[src/rtl/conv_pkg.sv]
// Shared convolution-engine constants, reader FSM encoding and the tagged result word.
package conv_pkg;
  localparam int IMG_W  = 30;
  localparam int IMG_H  = 30;
  localparam int N_PIX  = IMG_W * IMG_H;
  localparam int DATA_W = 32;
  localparam int ADDR_W = 10;
  localparam int COL_W  = $clog2(IMG_W);
  localparam int ROW_W  = $clog2(IMG_H);

  typedef enum logic [1:0] {
    ST_IDLE  = 2'd0,
    ST_READ  = 2'd1,
    ST_DRAIN = 2'd2,
    ST_DONE  = 2'd3
  } rd_state_t;

  typedef struct packed {
    logic              eol;
    logic              eof;
    logic [DATA_W-1:0] data;
  } rd_word_t;
endpackage

[src/rtl/conv_result_reader_skid_fifo2.sv]
// Two-entry FIFO with head-of-queue output; push and pop in the same cycle are both honoured.
module skid_fifo2 #(
  parameter int W = 34
) (
  input  logic         clk,
  input  logic         rstb,
  input  logic         push,
  input  logic         pop,
  input  logic [W-1:0] din,
  output logic [W-1:0] head,
  output logic [1:0]   count
);
  logic       wr_ptr_reg;
  logic       rd_ptr_reg;
  logic [1:0] count_reg;

  generate
    for (genvar gi = 0; gi < 2; gi++) begin : g_entry
      logic [W-1:0] entry_reg;
      always_ff @(posedge clk or negedge rstb) begin
        if (!rstb)
          entry_reg <= '0;
        else if (push && (wr_ptr_reg == 1'(gi)))
          entry_reg <= din;
      end
    end
  endgenerate

  always_ff @(posedge clk or negedge rstb) begin
    if (!rstb) begin
      wr_ptr_reg <= 1'b0;
      rd_ptr_reg <= 1'b0;
      count_reg  <= 2'd0;
    end else begin
      if (push) wr_ptr_reg <= ~wr_ptr_reg;
      if (pop)  rd_ptr_reg <= ~rd_ptr_reg;
      count_reg <= count_reg + 2'(push) - 2'(pop);
    end
  end

  assign head  = rd_ptr_reg ? g_entry[1].entry_reg : g_entry[0].entry_reg;
  assign count = count_reg;
endmodule

[src/rtl/conv_result_reader.sv]
// Streams a finished result frame out of the sync-read RAM in raster order with eol/eof tags,
// keeping at most two words outstanding so backpressure never loses or repeats data.
module conv_result_reader
  import conv_pkg::*;
(
  input  logic              clk,
  input  logic              rstb,
  input  logic              start,
  output logic              mem_rd_en,
  output logic [ADDR_W-1:0] mem_rd_addr,
  input  logic [DATA_W-1:0] mem_rd_data,
  output logic              o_valid,
  input  logic              o_ready,
  output logic [DATA_W-1:0] o_data,
  output logic              o_eol,
  output logic              o_eof,
  output logic              busy,
  output logic              done
);
  rd_state_t         state_reg, state_next;
  logic [ADDR_W-1:0] addr_reg;
  logic [COL_W-1:0]  col_reg;
  logic [ROW_W-1:0]  row_reg;
  logic              inflight_reg;
  logic              eol_tag_reg, eof_tag_reg;
  logic [1:0]        fifo_count;
  rd_word_t          fifo_head;
  logic [2:0]        outstanding;
  logic              pop, issue, last_addr, col_last, row_last;

  assign pop         = o_valid && o_ready;
  assign outstanding = {1'b0, fifo_count} + {2'b0, inflight_reg};
  // A word popped this cycle frees its slot for a read issued in the same cycle.
  assign issue       = (state_reg == ST_READ) && (outstanding <= 3'd1 + {2'b0, pop});
  assign last_addr   = (addr_reg == ADDR_W'(N_PIX - 1));
  assign col_last    = (col_reg == COL_W'(IMG_W - 1));
  assign row_last    = (row_reg == ROW_W'(IMG_H - 1));

  always_comb begin
    state_next = state_reg;
    case (state_reg)
      ST_IDLE:  if (start) state_next = ST_READ;
      ST_READ:  if (issue && last_addr) state_next = ST_DRAIN;
      // Leave when the final word is leaving now, so done lands the cycle after it.
      ST_DRAIN: if (!inflight_reg && (fifo_count == 2'd0 || (fifo_count == 2'd1 && pop)))
                  state_next = ST_DONE;
      ST_DONE:  state_next = ST_IDLE;
      default:  state_next = ST_IDLE;
    endcase
  end

  always_ff @(posedge clk or negedge rstb) begin
    if (!rstb) begin
      state_reg    <= ST_IDLE;
      addr_reg     <= '0;
      col_reg      <= '0;
      row_reg      <= '0;
      inflight_reg <= 1'b0;
      eol_tag_reg  <= 1'b0;
      eof_tag_reg  <= 1'b0;
    end else begin
      state_reg    <= state_next;
      inflight_reg <= issue;
      if (issue) begin
        eol_tag_reg <= col_last;
        eof_tag_reg <= col_last && row_last;
        if (last_addr) begin
          addr_reg <= '0;
          col_reg  <= '0;
          row_reg  <= '0;
        end else begin
          addr_reg <= addr_reg + ADDR_W'(1);
          if (col_last) begin
            col_reg <= '0;
            row_reg <= row_reg + ROW_W'(1);
          end else begin
            col_reg <= col_reg + COL_W'(1);
          end
        end
      end
    end
  end

  skid_fifo2 #(.W($bits(rd_word_t))) u_fifo (
    .clk   (clk),
    .rstb  (rstb),
    .push  (inflight_reg),
    .pop   (pop),
    .din   ({eol_tag_reg, eof_tag_reg, mem_rd_data}),
    .head  (fifo_head),
    .count (fifo_count)
  );

  assign mem_rd_en   = issue;
  assign mem_rd_addr = addr_reg;
  assign o_valid     = (fifo_count != 2'd0);
  assign o_data      = fifo_head.data;
  assign o_eol       = fifo_head.eol;
  assign o_eof       = fifo_head.eof;
  assign busy        = (state_reg == ST_READ) || (state_reg == ST_DRAIN);
  assign done        = (state_reg == ST_DONE);
endmodule

[config.mk]
export PLATFORM = sky130hd
export DESIGN_NAME = conv_result_reader
export DESIGN_NICKNAME = d
export VERILOG_FILES = /design/src/rtl/conv_pkg.sv /design/src/rtl/conv_result_reader_skid_fifo2.sv /design/src/rtl/conv_result_reader.sv
export SDC_FILE = /design/constraint.sdc
export NUM_CORES = 1
export LEC_CHECK = 0
export ABC_AREA = 1
export CAP_MARGIN = 15
export CELL_PAD_IN_SITES_DETAIL_PLACEMENT = 1
export CELL_PAD_IN_SITES_GLOBAL_PLACEMENT = 2
export CORE_MARGIN = 2
export CORE_UTILIZATION = 33
export CTS_CLUSTER_SIZE = 25
export DETAILED_ROUTE_END_ITERATION = 8
export PLACE_DENSITY_LB_ADDON = 0.1
export SETUP_SLACK_MARGIN = 0.02
export SLEW_MARGIN = 25
export SYNTH_ARGS = -nofsm -noshare
export SYNTH_HDL_FRONTEND = slang
export SYNTH_SLANG_ARGS = --single-unit
[constraint.sdc]
create_clock -name clk -period 7.49 [get_ports clk]
set_clock_uncertainty 0.1 [all_clocks]
set_input_delay 1.498 -clock clk [delete_from_list [all_inputs] [get_ports clk]]
set_output_delay 1.498 -clock clk [all_outputs]
set_load 0.01 [all_outputs]
; After elaboration in Yosys (flattened, before gate mapping)
; Index checks and enable logic that the tools add are counted.
[totals]
output_inout_bits = 48
ff_bits = 97
elab_cells = 59
[op_classes]
muxes = 10
eq_ne = 10
reduce_logical = 17
n_bitwise = 2
add_sub_neg = 7
order_cmp = 1
[ops]
columns = cell, n
row1 = 2-to-1 mux 34 bit, 1
row2 = 2-to-1 mux 5 bit, 4
row3 = adder 10 x 1 -> 10 bit (second input constant), 1
row4 = adder 5 x 1 -> 5 bit (second input constant), 2
row5 = == test 10 bit (second input constant), 1
row6 = == test 5 bit (second input constant), 2
row7 = 2-to-1 mux 10 bit, 1
row8 = logical AND 1 bit, 8
row9 = case mux 2 bit (4 select lines), 1
row10 = 2-to-1 mux 2 bit, 3
row11 = == test 2 x 1 -> 1 bit (second input constant), 2
row12 = == test 2 bit (second input constant), 2
row13 = zero test 2 bit, 2
row14 = inequality test 2 bit (second input constant), 2
row15 = nonzero test 2 bit, 2
row16 = adder 2 x 1 -> 3 bit, 1
row17 = <= comparator 3 x 2 -> 1 bit, 1
row18 = AND reduction 3 bit, 1
row19 = adder 1 x 1 -> 2 bit (first input constant), 1
row20 = adder 2 x 1 -> 2 bit, 1
row21 = logical OR 1 bit, 2
row22 = inequality test 2 x 1 -> 1 bit (second input constant), 1
row23 = NOT 1 bit, 2
row24 = AND reduction 2 bit, 1
row25 = other kinds (2), 2

; Logic depth before layout (Yosys ltp)
; Gate-level depths: netlist of the first run.
[logic_depth]
ltp_word = 8
depth_mapped = 12

; Hierarchy
; Synthesis of the first run repeated with hierarchy kept, for this count alone.
[unflattened]
hier_cells = 586
area_unflattened_um2 = 4863.4
[modules_own_cells]
columns = module, cells_per_inst, area_per_inst_um2, n_inst
row1 = skid_fifo2, 384, 3250.6, 1
row2 = conv_result_reader, 202, 1612.8, 1

; Least setup slack after synthesis of the first run
; No wires, ideal clock.
[synth_path]
path_kind = input to output
from = input port o_ready
to = output port mem_rd_en
arrival_time_ns = 2.947
cell_stages = 10
path_buffers = 2
setup_slack_ns = 2.945
path_cell_list = inv_1 > nor2_1 > fa_1 > inv_1 > nand2_1 > nor2_1 > a21oi_2 > nor2_2 > buf_6 > buf_8
[synth_between]
elab_chain_cells = 4
[synth_lines]
columns = element, line
row1 = from (decl), conv_result_reader.sv:13  ; input logic o_ready,
row2 = logical AND 1 bit, conv_result_reader.sv:31  ; assign pop = o_valid && o_ready;
row3 = net pop, conv_result_reader.sv:29  ; logic pop, issue, last_addr, col_last, row_last;
row4 = adder 1 x 1 -> 2 bit, conv_result_reader.sv:34  ; assign issue = (state_reg == ST_READ) && (outstanding <= 3'd1 + {2'b0, pop});
row5 = <= comparator 3 x 2 -> 1 bit, conv_result_reader.sv:34
row6 = logical AND 1 bit, conv_result_reader.sv:34
row7 = to (decl), conv_result_reader.sv:9  ; output logic mem_rd_en,
; The timed path passes the listed nets, and every way through them passes these cells.

; Worst setup path in the final report of the first run
; Ends and elaborated chain as after synthesis.

==> results.md, run 1 <==
- The flow ran to the end, and the final reports show no timing, DRC or antenna violations.
- The net switching power is 0.972 mW.
- The number of nets in the synthesized netlist is 631.
- Dividing the final minimum period by the clock period gives 75.3%.
- The clock period could shrink to 5640 ps.
- Across all setup checks in the final design, the least slack found is ~1900 ps.
- After legalization and detailed placement, the total HPWL measured 7.65 mm.
- The synthesis-to-layout area growth is 27.0%.
- The slew at the pin with the worst max-slew slack is 711 ps.
- The final-layout worst hold slack is 385 ps.
- Counting both buffers and inverters, the worst setup path holds a total of 5.
- After floorplanning, the core was divided into 43 placement rows.
- Data on the critical path arrives at its endpoint at 4040 ps.
- In the final timing run, aggregate negative setup slack is 0 ps.
- The proportion of power drawn by combinational gates is roughly 46%.
- Dividing the detail-routed wire length by the instance count gives 13.6 um.
- Measured along the y axis, the die boundary spans around 120 um.
- The die outline width is 123 um.
- The die covers 0.0152 mm2.
- The number of violations reported at the end of detailed-routing iteration 0 is 178.
- In this run the register-to-register setup slack is about 4800 ps.
- Summing the sequential cell areas from Yosys gives 51.5% of the chip area.
- The first-pass detailed-route iteration total is 4.
- Measured against its own limit, the worst slew margin works out to 52.5%.
- The number of antenna diodes in the final layout is 0.
- The peak clock frequency supported by timing is 177 MHz.
- The initial core utilization is 33.8%.
- The routed via count is 3,913.
- The overall power after layout is 2.57 mW.
- The number of max-slew violations in the final report was 0.
- For this design, the slowest cell found on the critical path is sky130_fd_sc_hd__clkdlybuf4s50_1.
- The combined global-route utilization of all metal layers is about 16%.
- The clock net sink count is 97.
- Setup violations remaining at the end of the flow were counted as 0.
- The startpoint type of the worst setup path is an input port.
- The CTS tree is done.
- The via count of the first global-routing pass is 4,169.
- Setup repair after global routing left no endpoint under its margin.
- Along the worst path, the maximum fanout reaches 22.
- The max-cap check violation count is 0.
- The switching power as a share of total power is a little under two fifths.
- The total overflow reported by the global router is 0.
- The total internal power is 1.60 mW.
- For this design, the CTS-stage hold fixing added 0 buffers.
- IR analysis of the VDD net gives a maximum drop of 0.190 mV.
- For this block, the routed nets add up to 11.5 mm of wire.
- The final antenna-violating net count is 0.
- The area of the core region is about 0.014 mm2.
- The number of cells in the finished layout apart from fillers is 840.
- On the critical path the largest part of the delay comes from buffers and inverters.
- The initial antenna violation count is 0.
- Dividing total power by cell area gives a power density of 431 mW/mm2.
- The critical path goes through clkdlybuf4s50_1 -> inv_1 -> nor2_1 -> fa_1 -> inv_1 -> nand2_1 -> nor2_1 -> a21oi_2 -> nor2_2 -> buf_4 -> clkdlybuf4s50_1.
- The detail-routed via count per cell is 4.66.
- In this run the mean area of a mapped cell was 8.11 um2.
- In the final layout, the share of cells above drive strength 1 is 5.91%.
- The number of failing hold endpoints at the final stage is 0.
- The register with the most flip-flops in the layout has 68 of them.
- The worst setup slack after placement is 1830 ps.
- The number of nets in the final layout is just over 700.
- The count of different cell masters after synthesis is 33.
- The clock network is responsible for a little under a fifth of the overall power.
- The data required time of the worst path is 5890 ps.
- The congestion estimate from routability-driven global placement came to around 0.84.
- The I/O pin count is 84.
- STA classifies the critical path endpoint as an output pin.
- In this run, CTS created clock tree buffers numbering 9.
- The post-synthesis instance total is 581.
- Per report_power, the sequential group accounts for 35.3% of the total.
- Counting the fill cells in the layout gives 1,667.
- The delay of the slowest cell on the worst path is around 580 ps.
- The startpoint-to-endpoint class of the critical path is in2out.
- The tree is rooted in a sky130_fd_sc_hd__clkbuf_16.
- The global-route wire length before repair is 19.5 mm.
- Once the clock tree was built, the setup fixing pass inserted 0 buffers.
- The number of storage elements in the synthesis netlist is 97.
- The clock-pin slew of the registers on the worst-case setup and hold paths is 60 ps.
- The Yosys warning count is 0.
- Port buffering added 83 buffers.
- The cell total after placement is 824.
- The clock insertion delay at the later pin of the skew report is 340 ps.
- The worst hold path belongs to the class reg2reg.
- The largest net degree at the start of global routing is 69.
- Once the clock tree was built, the resizer swapped 0 gates to a different size.
- The post-detailed-route DRC marker count is 0.
- The combined area of all synthesized cells is approximately 0.0047 mm2.
- The H-tree generated during clock tree synthesis spans 3 levels.
- The clock passes through at most 2 buffers.
- The analysis attributes to cell leakage a power of between 3 and 4 nW.
==> metal layers <==
| metal | vias up | wire length (um) | global-route usage, % | share of wire [%] |
|---|---|---|---|---|
| li1 | 1956 | - | - | - |
| met1 | 1889 | 5310 | 20.3 | 46 |
| met2 | 58 | 5690 | 28.7 | 50 |
| met3 | 10 | 320 | 2.58 | 2.8 |
| met4 | 0 | 138 | 6.39 | 1.2 |
| met5 | - | 0 | 0 | 0 |
==> cell usage in the layout (no fill, tap or decap), types with 2 or more instances in the layout <==
master,n
sky130_fd_sc_hd__nand2_1,226
sky130_fd_sc_hd__nand3_1,20
sky130_fd_sc_hd__clkdlybuf4s50_1,82
sky130_fd_sc_hd__dfrtp_1,97
sky130_fd_sc_hd__nor2_1,15
sky130_fd_sc_hd__xor2_1,10
sky130_fd_sc_hd__bufinv_16,2
sky130_fd_sc_hd__o21ai_0,66
sky130_fd_sc_hd__o21ai_1,11
sky130_fd_sc_hd__ha_1,13
sky130_fd_sc_hd__nand2_2,2
sky130_fd_sc_hd__clkbuf_16,9
sky130_fd_sc_hd__o21ai_2,8
sky130_fd_sc_hd__buf_4,7
sky130_fd_sc_hd__clkinv_2,2
sky130_fd_sc_hd__or2_2,3
sky130_fd_sc_hd__nor3_1,2
sky130_fd_sc_hd__nand4_1,5
sky130_fd_sc_hd__inv_1,65
==> path summary, 6_finish.rpt <==
| check | from | end | cells past startpoint |
|---|---|---|---|
| min reg2reg | u_fifo.g_entry[1].entry_reg[23]$_DFFE_PN0P_ | u_fifo.g_entry[1].entry_reg[23]$_DFFE_PN0P_ | 2 |
| max | o_ready | mem_rd_en | 11 |
| max in group asynchronous | rstb | u_fifo.g_entry[1].entry_reg[26]$_DFFE_PN0P_ | 2 |
| min in group asynchronous | rstb | u_fifo.g_entry[0].entry_reg[3]$_DFFE_PN0P_ | 1 |
| max reg2reg | u_fifo.count[0]$_DFF_PN0_ | mem_rd_addr[9]$_DFFE_PN0P_ | 10 |
| min | u_fifo.g_entry[1].entry_reg[23]$_DFFE_PN0P_ | u_fifo.g_entry[1].entry_reg[23]$_DFFE_PN0P_ | 2 |
==> tightest hold or removal path, delay by kind of cell (launching register included) <==
family / cells / cell delay, ps
compound gates: 1 / 50
flops: 1 / 350
simple gates: 1 / 50
==> stage by stage <==
| step | utilization (%) | instance area, um2 |
|---|---|---|
| final | 42.9 | 5980 |
| after global routing | 42.9 | 5980 |
| after CTS | 42.9 | 5980 |
| after detailed placement | 40.6 | 5660 |
| after global placement | 40.6 | 5660 |
| after floorplan | - | 4710 |
==> power by group through the flow <==
stage	Clock (mW)	Sequential [mW]	Combinational, mW
2_1_floorplan	0	0.883	0.697
3_3_place_gp	0	0.903	1.16
3_5_place_dp	0	0.916	1.20
4_1_cts	0.512	0.910	1.20
6_report	0.494	0.909	1.17
5_1_grt	0.532	0.943	1.35
==> kinds of logic after synthesis <==
group                    after synthesis  synth area share, %
flip-flops                            97                 51.5
AND/OR/NAND/NOR                      277                 23.4
XOR/XNOR                              11                 2.05
adder cells (fa/ha/maj)               14                 3.88
AO/OA/AOI/OAI                         90                 10.6
buffers and inverters                 92                 8.50
==> Yosys cell counts, drive strengths merged <==
master | n | share of area [%]
or2 | 4 | 0.53
clkinv | 1 | 0.080
xor2 | 10 | 1.9
inv | 65 | 5.2
fa | 1 | 0.43
o22ai | 1 | 0.27
nor3 | 3 | 0.43
o21ai | 85 | 9.7
clkbuf | 13 | 1.1
nor2 | 16 | 1.3
ha | 13 | 3.5
nand3 | 20 | 2.1
nor4 | 1 | 0.13
dfrtp | 97 | 52
nand2 | 228 | 18
o21bai | 1 | 0.16
xnor2 | 1 | 0.19
a22oi | 1 | 0.16
a21oi | 1 | 0.19
nand4 | 5 | 0.66
buf | 13 | 2.2
a21o | 1 | 0.16
==> cell type report <==
class | instances | area (um2) | share of cell area (%)
Sequential cell | 97 | 2430 | 40.6
Multi-Input combinational cell | 392 | 1880 | 31.5
Timing Repair Buffer | 89 | 873 | 14.6
Inverter | 66 | 248 | 4.14
Clock buffer | 11 | 243 | 4.06
Tap cell | 180 | 225 | 3.77
Clock inverter | 5 | 78.8 | 1.32
Note: power is estimated with default switching activity, not from simulation.
==> inputs of run 2 (changes only) <==
--- a/config.mk
+++ b/config.mk
@@ -10,7 +10,7 @@
 export CELL_PAD_IN_SITES_DETAIL_PLACEMENT = 1
 export CELL_PAD_IN_SITES_GLOBAL_PLACEMENT = 2
 export CORE_MARGIN = 2
-export CORE_UTILIZATION = 33
+export CORE_UTILIZATION = 31
 export CTS_CLUSTER_SIZE = 25
 export DETAILED_ROUTE_END_ITERATION = 8
 export PLACE_DENSITY_LB_ADDON = 0.1
==> constraint.sdc (replaced) <==
create_clock -name clk -period 5.5 [get_ports clk]
set_clock_uncertainty 0.1 [all_clocks]
set_input_delay 1.1 -clock clk [delete_from_list [all_inputs] [get_ports clk]]
set_output_delay 1.1 -clock clk [all_outputs]
set_load 0.01 [all_outputs]
==> results.md, run 2 (same netlist as run 1, synthesis figures left out) <==
- The run finished with clean final reports.
- The clock root buffer is sky130_fd_sc_hd__clkbuf_16.
- The worst setup path is launched from an input port.
- The area of the core region was 0.0150 mm2 (+7.9%).
- The count of cells along the worst register-to-register path was 10 (unchanged).
- In this run the critical register-to-register path is launched from u_fifo.count[0]$_DFF_PN0_.
- The final antenna-violating net count was 0 (unchanged).
- The global-route wire length before repair came to 20.7 mm (+6.1%).
- The die area came to 0.0162 mm2 (+6.2%).
- The largest net degree at the start of global routing was 69 (unchanged).
- The H-tree depth reported by CTS is 3 (unchanged).
- The routability congestion estimate from global placement came to 0.735 (-13%).
- The library cell used most frequently in the layout, excluding fill and tap cells, is sky130_fd_sc_hd__nand2_1.
- The share of final-layout standard cells stronger than drive strength 1 is 5.76% (-0.15 points).
- The portion of the clock cycle consumed by the worst path in the final layout is 84.0%.
- The final-layout worst hold slack is 384 ps (-1.00 ps).
- The combined global-route utilization of all metal layers is 16.1% (-0.37 points).
- TritonCTS built the clock tree.
- The number of nets in the final layout is 705 (unchanged).
- The routed via count is 3,961 (+1.2%).
- The quantity of hold-fixing buffers added after cts is 0 (unchanged).
- Setup repair after global routing left no endpoint under its margin.
- The critical path is of the in2out type.
- The buffer count from post-CTS setup fixing is 0 (unchanged).
- The mean routed wirelength per cell is 14.2 um (+3.9%).
- The signal arrival time at the worst endpoint was 3420 ps (-620 ps).
- The clock-pin slew of the registers on the worst-case setup and hold paths is 60 ps (about the same).
- The vertical die dimension is 127 um (+3.1%).
- The cell total after placement came to 832 (+0.97%).
- The largest driver fanout on the critical path is 4 (-82%).
- The buffer depth of the longest clock path came to 2 (unchanged).
- The initial antenna violation count is 0 (unchanged).
- In this run the worst setup path terminates at mem_rd_en.
- The I/O pin count is 84 (unchanged).
- The count of inserted antenna diode cells is 0 (unchanged).
- The routed wire length is 12.0 mm (+4.9%).
- The count of input and output buffers came to 83 (unchanged).
- The number of max-slew violations in the final report is 0 (unchanged).
- In the layout the commonest cells are sky130_fd_sc_hd__nand2_1, sky130_fd_sc_hd__dfrtp_1, sky130_fd_sc_hd__clkdlybuf4s50_1.
- The signal on the critical path passes through clkdlybuf4s50_1 -> inv_1 -> nor2_1 -> fa_1 -> inv_1 -> nand2_1 -> nor2_1 -> a21oi_2 -> nor2_2 -> clkdlybuf4s50_1.
- The sum of negative setup slack came to 0 ps (unchanged).
- The post-route minimum period is 4620 ps.
- The number of cells upsized or downsized after cts is 0 (unchanged).
- The number of failing hold endpoints at the final stage is 0 (unchanged).
- The largest vdd supply drop is 0.288 mV (+52%).
- The worst slew slack as a fraction of its limit was 50.8% (-1.6 points).
- The worst setup margin is 880 ps (-970 ps).
- The post-detailed-route DRC marker count is 0 (unchanged).
- The half-perimeter wire length of the detailed placement result is 7.98 mm (+4.4%).
- The row count is 45 (+4.7%).
- The total overflow reported by the global router is 0 (unchanged).
- The end of the worst register-to-register path is col_reg[2]$_DFFE_PN0P_.
- The synthesis-to-layout area growth is 26.9% (about the same).
- The slowest library cell on the worst path is sky130_fd_sc_hd__clkdlybuf4s50_1.
- The via count of the first global-routing pass came to 4,124 (-1.1%).
- The slew at the pin with the worst max-slew slack was 736 ps (+24.7 ps).
- The number of violations reported at the end of detailed-routing iteration 0 came to 155 (-13%).
- The max-cap check violation count is 0 (unchanged).
- The path class of the tightest hold or removal check is reg2reg.
- The detail-routed via count per cell is 4.67 (+0.27%).
- The clock insertion delay at the later pin of the skew report came to 350 ps (about the same).
- The delay of the slowest cell on the worst path is 560 ps (-20 ps).
- The number of buffers created by CTS came to 9 (unchanged).
- The initial core utilization is 31.3% (-2.5 points).
- The worst setup slack after placement is 831 ps (-999 ps).
- The power density normalized to cell area came to 585 mW/mm2 (+36%).
- The flop-to-flop setup slack is 2740 ps (-2060 ps).
- The first-pass detailed-route iteration total came to 4 (unchanged).
- The first element of the critical path is o_ready.
- Timing would allow up to 216 MHz.
- The number of flip-flops under the largest register name came to 68 (unchanged).
- The leakage power summed over all cells came to 3.01 nW (-0.22%).
- The die outline width is 127 um (+3.1%).
- The data required time of the worst path is 4300 ps (-1590 ps).
- The final number of setup-violating endpoints came to 0 (unchanged).
- The number of cells in the finished layout apart from fillers is 848 (+0.95%).
- The sort of element at the end of the critical path is an output pin.
- The clock net sink count was 97 (unchanged).
==> run 2: cell types whose count changed in the layout (fill, tap and decap cells not counted), sizes merged <==
cell and delta:
bufinv -1, clkbuf +3, clkinv -2
==> run 2: worst min path at each step <==
| stage | from | to | slack [ps] | cells after the start |
|---|---|---|---|---|
| 5_1_grt | u_fifo.g_entry[1].entry_reg[9]$_DFFE_PN0P_ | u_fifo.g_entry[1].entry_reg[9]$_DFFE_PN0P_ | 410 | 2 |
| 6_report | u_fifo.g_entry[0].entry_reg[33]$_DFFE_PN0P_ | u_fifo.g_entry[0].entry_reg[33]$_DFFE_PN0P_ | 380 | 2 |
| 4_1_cts | u_fifo.g_entry[1].entry_reg[30]$_DFFE_PN0P_ | u_fifo.g_entry[1].entry_reg[30]$_DFFE_PN0P_ | 390 | 2 |
| 3_5_place_dp | u_fifo.g_entry[0].entry_reg[33]$_DFFE_PN0P_ | u_fifo.g_entry[0].entry_reg[33]$_DFFE_PN0P_ | 370 | 2 |
| 3_3_place_gp | u_fifo.g_entry[0].entry_reg[1]$_DFFE_PN0P_ | u_fifo.g_entry[0].entry_reg[1]$_DFFE_PN0P_ | 370 | 2 |
| 2_1_floorplan | u_fifo.g_entry[1].entry_reg[28]$_DFFE_PN0P_ | u_fifo.g_entry[1].entry_reg[28]$_DFFE_PN0P_ | 350 | 2 |
==> run 2: layer usage <==
layer	track usage (%)	vias up	share of wire [%]
met5	0	-	0
met2	25.6	56	47
li1	-	1955	-
met4	6.40	0	1.7
met1	22.2	1938	49
met3	2.39	12	2.7
==> run 2: critical path: cells and delay by family <==
kind	cells	cell delay [ps]
AOI/OAI and AO/OA	1	60
adders and majority gates	1	500
buffers and inverters	4	1140
and+or+nand+nor	4	620
==> run 2: area by class of cell <==
class	instances	area, um2
clock buffer	14	274
clock inverter	2	35.0
fill	1784	9060
inverter	66	248
multi-input combinational	392	1880
sequential	97	2430
tap	188	235
timing repair buffer	89	873
==> run 2: power breakdown <==
part           internal (mW)  switching (mW)  total, mW
sequential              1.03           0.210       1.24
combinational          0.741           0.858       1.60
clock                  0.390           0.271      0.661
==> run 2: metrics by stage <==
step | total power, mW | instance area (um2) | util, %
detailed placement | 2.89 | 5670 | 37.7
global route | 3.83 | 5980 | 39.8
CTS | 3.57 | 5980 | 39.8
floorplan | 2.15 | 4710 | -
global placement | 2.82 | 5670 | 37.7
finish | 3.50 | 5980 | 39.8
==> inputs of run 3 (changes only) <==
--- a/config.mk
+++ b/config.mk
@@ -10,7 +10,7 @@
 export CELL_PAD_IN_SITES_DETAIL_PLACEMENT = 1
 export CELL_PAD_IN_SITES_GLOBAL_PLACEMENT = 2
 export CORE_MARGIN = 2
-export CORE_UTILIZATION = 31
+export CORE_UTILIZATION = 28
 export CTS_CLUSTER_SIZE = 25
 export DETAILED_ROUTE_END_ITERATION = 8
 export PLACE_DENSITY_LB_ADDON = 0.1
==> constraint.sdc (replaced) <==
create_clock -name clk -period 3.7 [get_ports clk]
set_clock_uncertainty 0.1 [all_clocks]
set_input_delay 0.74 -clock clk [delete_from_list [all_inputs] [get_ports clk]]
set_output_delay 0.74 -clock clk [all_outputs]
set_load 0.01 [all_outputs]
==> results.md, run 3 (same netlist as run 1, synthesis figures left out) <==
- The share of final-layout standard cells stronger than drive strength 1 came to 6.50% (+0.74 points).
- The clock root buffer is sky130_fd_sc_hd__clkbuf_16.
- The initial antenna violation count is 0 (unchanged).
- The worst slew slack as a fraction of its limit is 39.6% (-11 points).
- The via count of the first global-routing pass is 4,219 (+2.3%).
- The number of buffers created by CTS is 9 (unchanged).
- The routability congestion estimate from global placement was 0.737 (+0.34%).
- The register area is 0.00243 mm2 (unchanged).
- The post-route minimum period is approximately 3300 ps.
- The CTS tree is done.
- The number of violations reported at the end of detailed-routing iteration 0 is 190 (+23%).
- The data required time of the worst path was 2860 ps (-1440 ps).
- The buffer count from post-CTS setup fixing is 0 (unchanged).
- The quantity of hold-fixing buffers added after cts is 0 (unchanged).
- The area of the core region was 0.0165 mm2 (+9.9%).
- The worst setup margin is 372 ps (-508 ps).
- The flop-to-flop setup slack came to 1030 ps (-1710 ps).
- The routed via count is 3,915 (-1.2%).
- The flow ran to the end, and the final reports show no timing, DRC or antenna violations.
- The number of nets in the final layout was 708 (+0.43%).
- The detail-routed via count per cell is 4.44 (-5.0%).
- The power density normalized to cell area came to 866 mW/mm2 (+48%).
- The half-perimeter wire length of the detailed placement result is 8.21 mm (+2.8%).
- The max-cap check violation count came to 0 (unchanged).
- The number of max-slew violations in the final report came to 0 (unchanged).
- The library cells used most frequently in the layout, excluding fill and tap cells, are sky130_fd_sc_hd__nand2_1, sky130_fd_sc_hd__dfrtp_1, sky130_fd_sc_hd__clkdlybuf4s50_1.
- The count of input and output buffers is 83 (unchanged).
- Timing would allow up to 300 MHz.
- Setup repair after global routing left no endpoint under its margin.
- The die area was 0.0179 mm2 (+10%).
- The row count was 47 (+4.4%).
- The I/O pin count came to 84 (unchanged).
- The vertical die dimension came to 134 um (+5.1%).
- The largest vdd supply drop is 0.336 mV (+17%).
- The first-pass detailed-route iteration total is 6 (+2).
- The clock insertion delay at the later pin of the skew report is 340 ps (about the same).
- The critical register-to-register path startpoint is inflight_reg$_DFF_PN0_.
- The initial core utilization is 28.5% (-2.8 points).
- The largest driver fanout on the critical path is 2 (-2).
- The final standard cell utilization of the core is 36.7% (-3.0 points).
- The library cell used most frequently in the layout, excluding fill and tap cells, is sky130_fd_sc_hd__nand2_1.
- The combined global-route utilization of all metal layers is 14.8% (-1.2 points).
- The worst setup path is launched from an input port.
- The final number of setup-violating endpoints was 0 (unchanged).
- The synthesis-to-layout area growth is 28.9%.
- The first element of the critical path is o_ready.
- The mean routed wirelength per cell is 13.9 um (-2.0%).
- The worst setup slack after placement is -24.6 ps (-856 ps).
- The routed wire length is 12.3 mm (+1.9%).
- The final antenna-violating net count is 0 (unchanged).
- The global-route wire length before repair is 21.0 mm (+1.5%).
- The number of failing hold endpoints at the final stage is 0 (unchanged).
- The die outline width is 134 um (+5.1%).
- The startpoint-to-endpoint class of the critical path is in2out.
- The leakage power summed over all cells was 3.04 nW (+1.2%).
- The H-tree depth reported by CTS is 3 (unchanged).
- The tightest min-delay check is of the in2async type.
- After layout, the worst path uses between 80% and 90% of the clock period.
- The total overflow reported by the global router is 0 (unchanged).
- The signal arrival time at the worst endpoint is 2490 ps (-930 ps).
- The clock-pin slew of the registers on the worst-case setup and hold paths is 70 ps (about the same).
- The clock net sink count came to 97 (unchanged).
- The number of flip-flops under the largest register name came to 68 (unchanged).
- The count of inserted antenna diode cells is 0 (unchanged).
- The buffer depth of the longest clock path is 2 (unchanged).
- The post-detailed-route DRC marker count is 0 (unchanged).
- The sort of element at the end of the critical path is an output pin.
- The count of fill cells added during filler insertion is 1,959 (+9.8%).
- The area of combinational cells with multiple inputs is 0.00189 mm2 (+0.13%).
- The slew at the pin with the worst max-slew slack is 907 ps (+171 ps).
- The largest net degree at the start of global routing is 58 (-16%).
## run 3: cell count changes in the layout (fill, tap and decap cells not counted), sizes merged
cell / previous run / this run
bufinv: 1 / 2
buf: 7 / 10
clkdlybuf4s50: 82 / 81
inv: 65 / 66
clkinv: 2 / 1
clkbuf: 14 / 11
clkinvlp: 0 / 1
dlymetal6s2s: 0 / 1
## run 3: final timing paths
path | to | cells after the start
min in group clk | u_fifo.g_entry[0].entry_reg[1]$_DFFE_PN0P_ | 2
max | mem_rd_en | 9
max reg2reg | mem_rd_addr[9]$_DFFE_PN0P_ | 10
min reg2reg | u_fifo.g_entry[0].entry_reg[1]$_DFFE_PN0P_ | 2
min | u_fifo.g_entry[0].entry_reg[3]$_DFFE_PN0P_ | 1
max in group asynchronous | u_fifo.g_entry[0].entry_reg[20]$_DFFE_PN0P_ | 2
## run 3: worst max-delay path, stage by stage
cell,delay (ps)
sky130_fd_sc_hd__clkdlybuf4s50_1,450
sky130_fd_sc_hd__inv_1,50
sky130_fd_sc_hd__nor2_2,150
sky130_fd_sc_hd__fa_1,450
sky130_fd_sc_hd__nor2_1,150
sky130_fd_sc_hd__nand2_1,90
sky130_fd_sc_hd__a21oi_2,170
sky130_fd_sc_hd__nor2_2,70
sky130_fd_sc_hd__dlymetal6s2s_1,170
## run 3: repair_timing
action | CTS | global route
gates resized for setup | 1 | 1
pin swaps | 0 | 0
setup endpoints to repair | 1 | 1
## run 3: cell type report
| cell class | count | share of cell area, % |
|---|---|---|
| multi-input cells | 392 | 31.1 |
| clock inverters | 4 | 1.26 |
| inverters | 66 | 4.10 |
| repair buffers | 92 | 15.0 |
| flip-flops and latches | 97 | 40.0 |
| clock buffers | 11 | 4.00 |
| well taps | 220 | 4.54 |
## run 3: report_power, final
group | switching, mW | internal [mW] | leakage (nW) | total, mW
registers | 0.308 | 1.53 | 1.21 | 1.84
logic | 1.28 | 1.12 | 1.68 | 2.40
clock network | 0.408 | 0.610 | 0.152 | 1.02
## run 3: per-stage QoR
stage	power, mW	std cells	hold slack, ps	cell area (um2)	setup TNS [ps]
floorplan	3.20	581	344	4710	0
global placement	4.25	867	365	5740	-10.8
detailed placement	4.33	867	369	5740	-24.6
CTS	5.39	882	387	6070	0
global route	5.76	882	415	6070	0
finish	5.26	882	371	6070	0
## run 3: layer usage
metal	GRT usage [%]	part of all wire (%)
met3	2.59	3.0
met1	19.2	48
met2	25.0	48
met5	0	0
met4	5.32	1.5
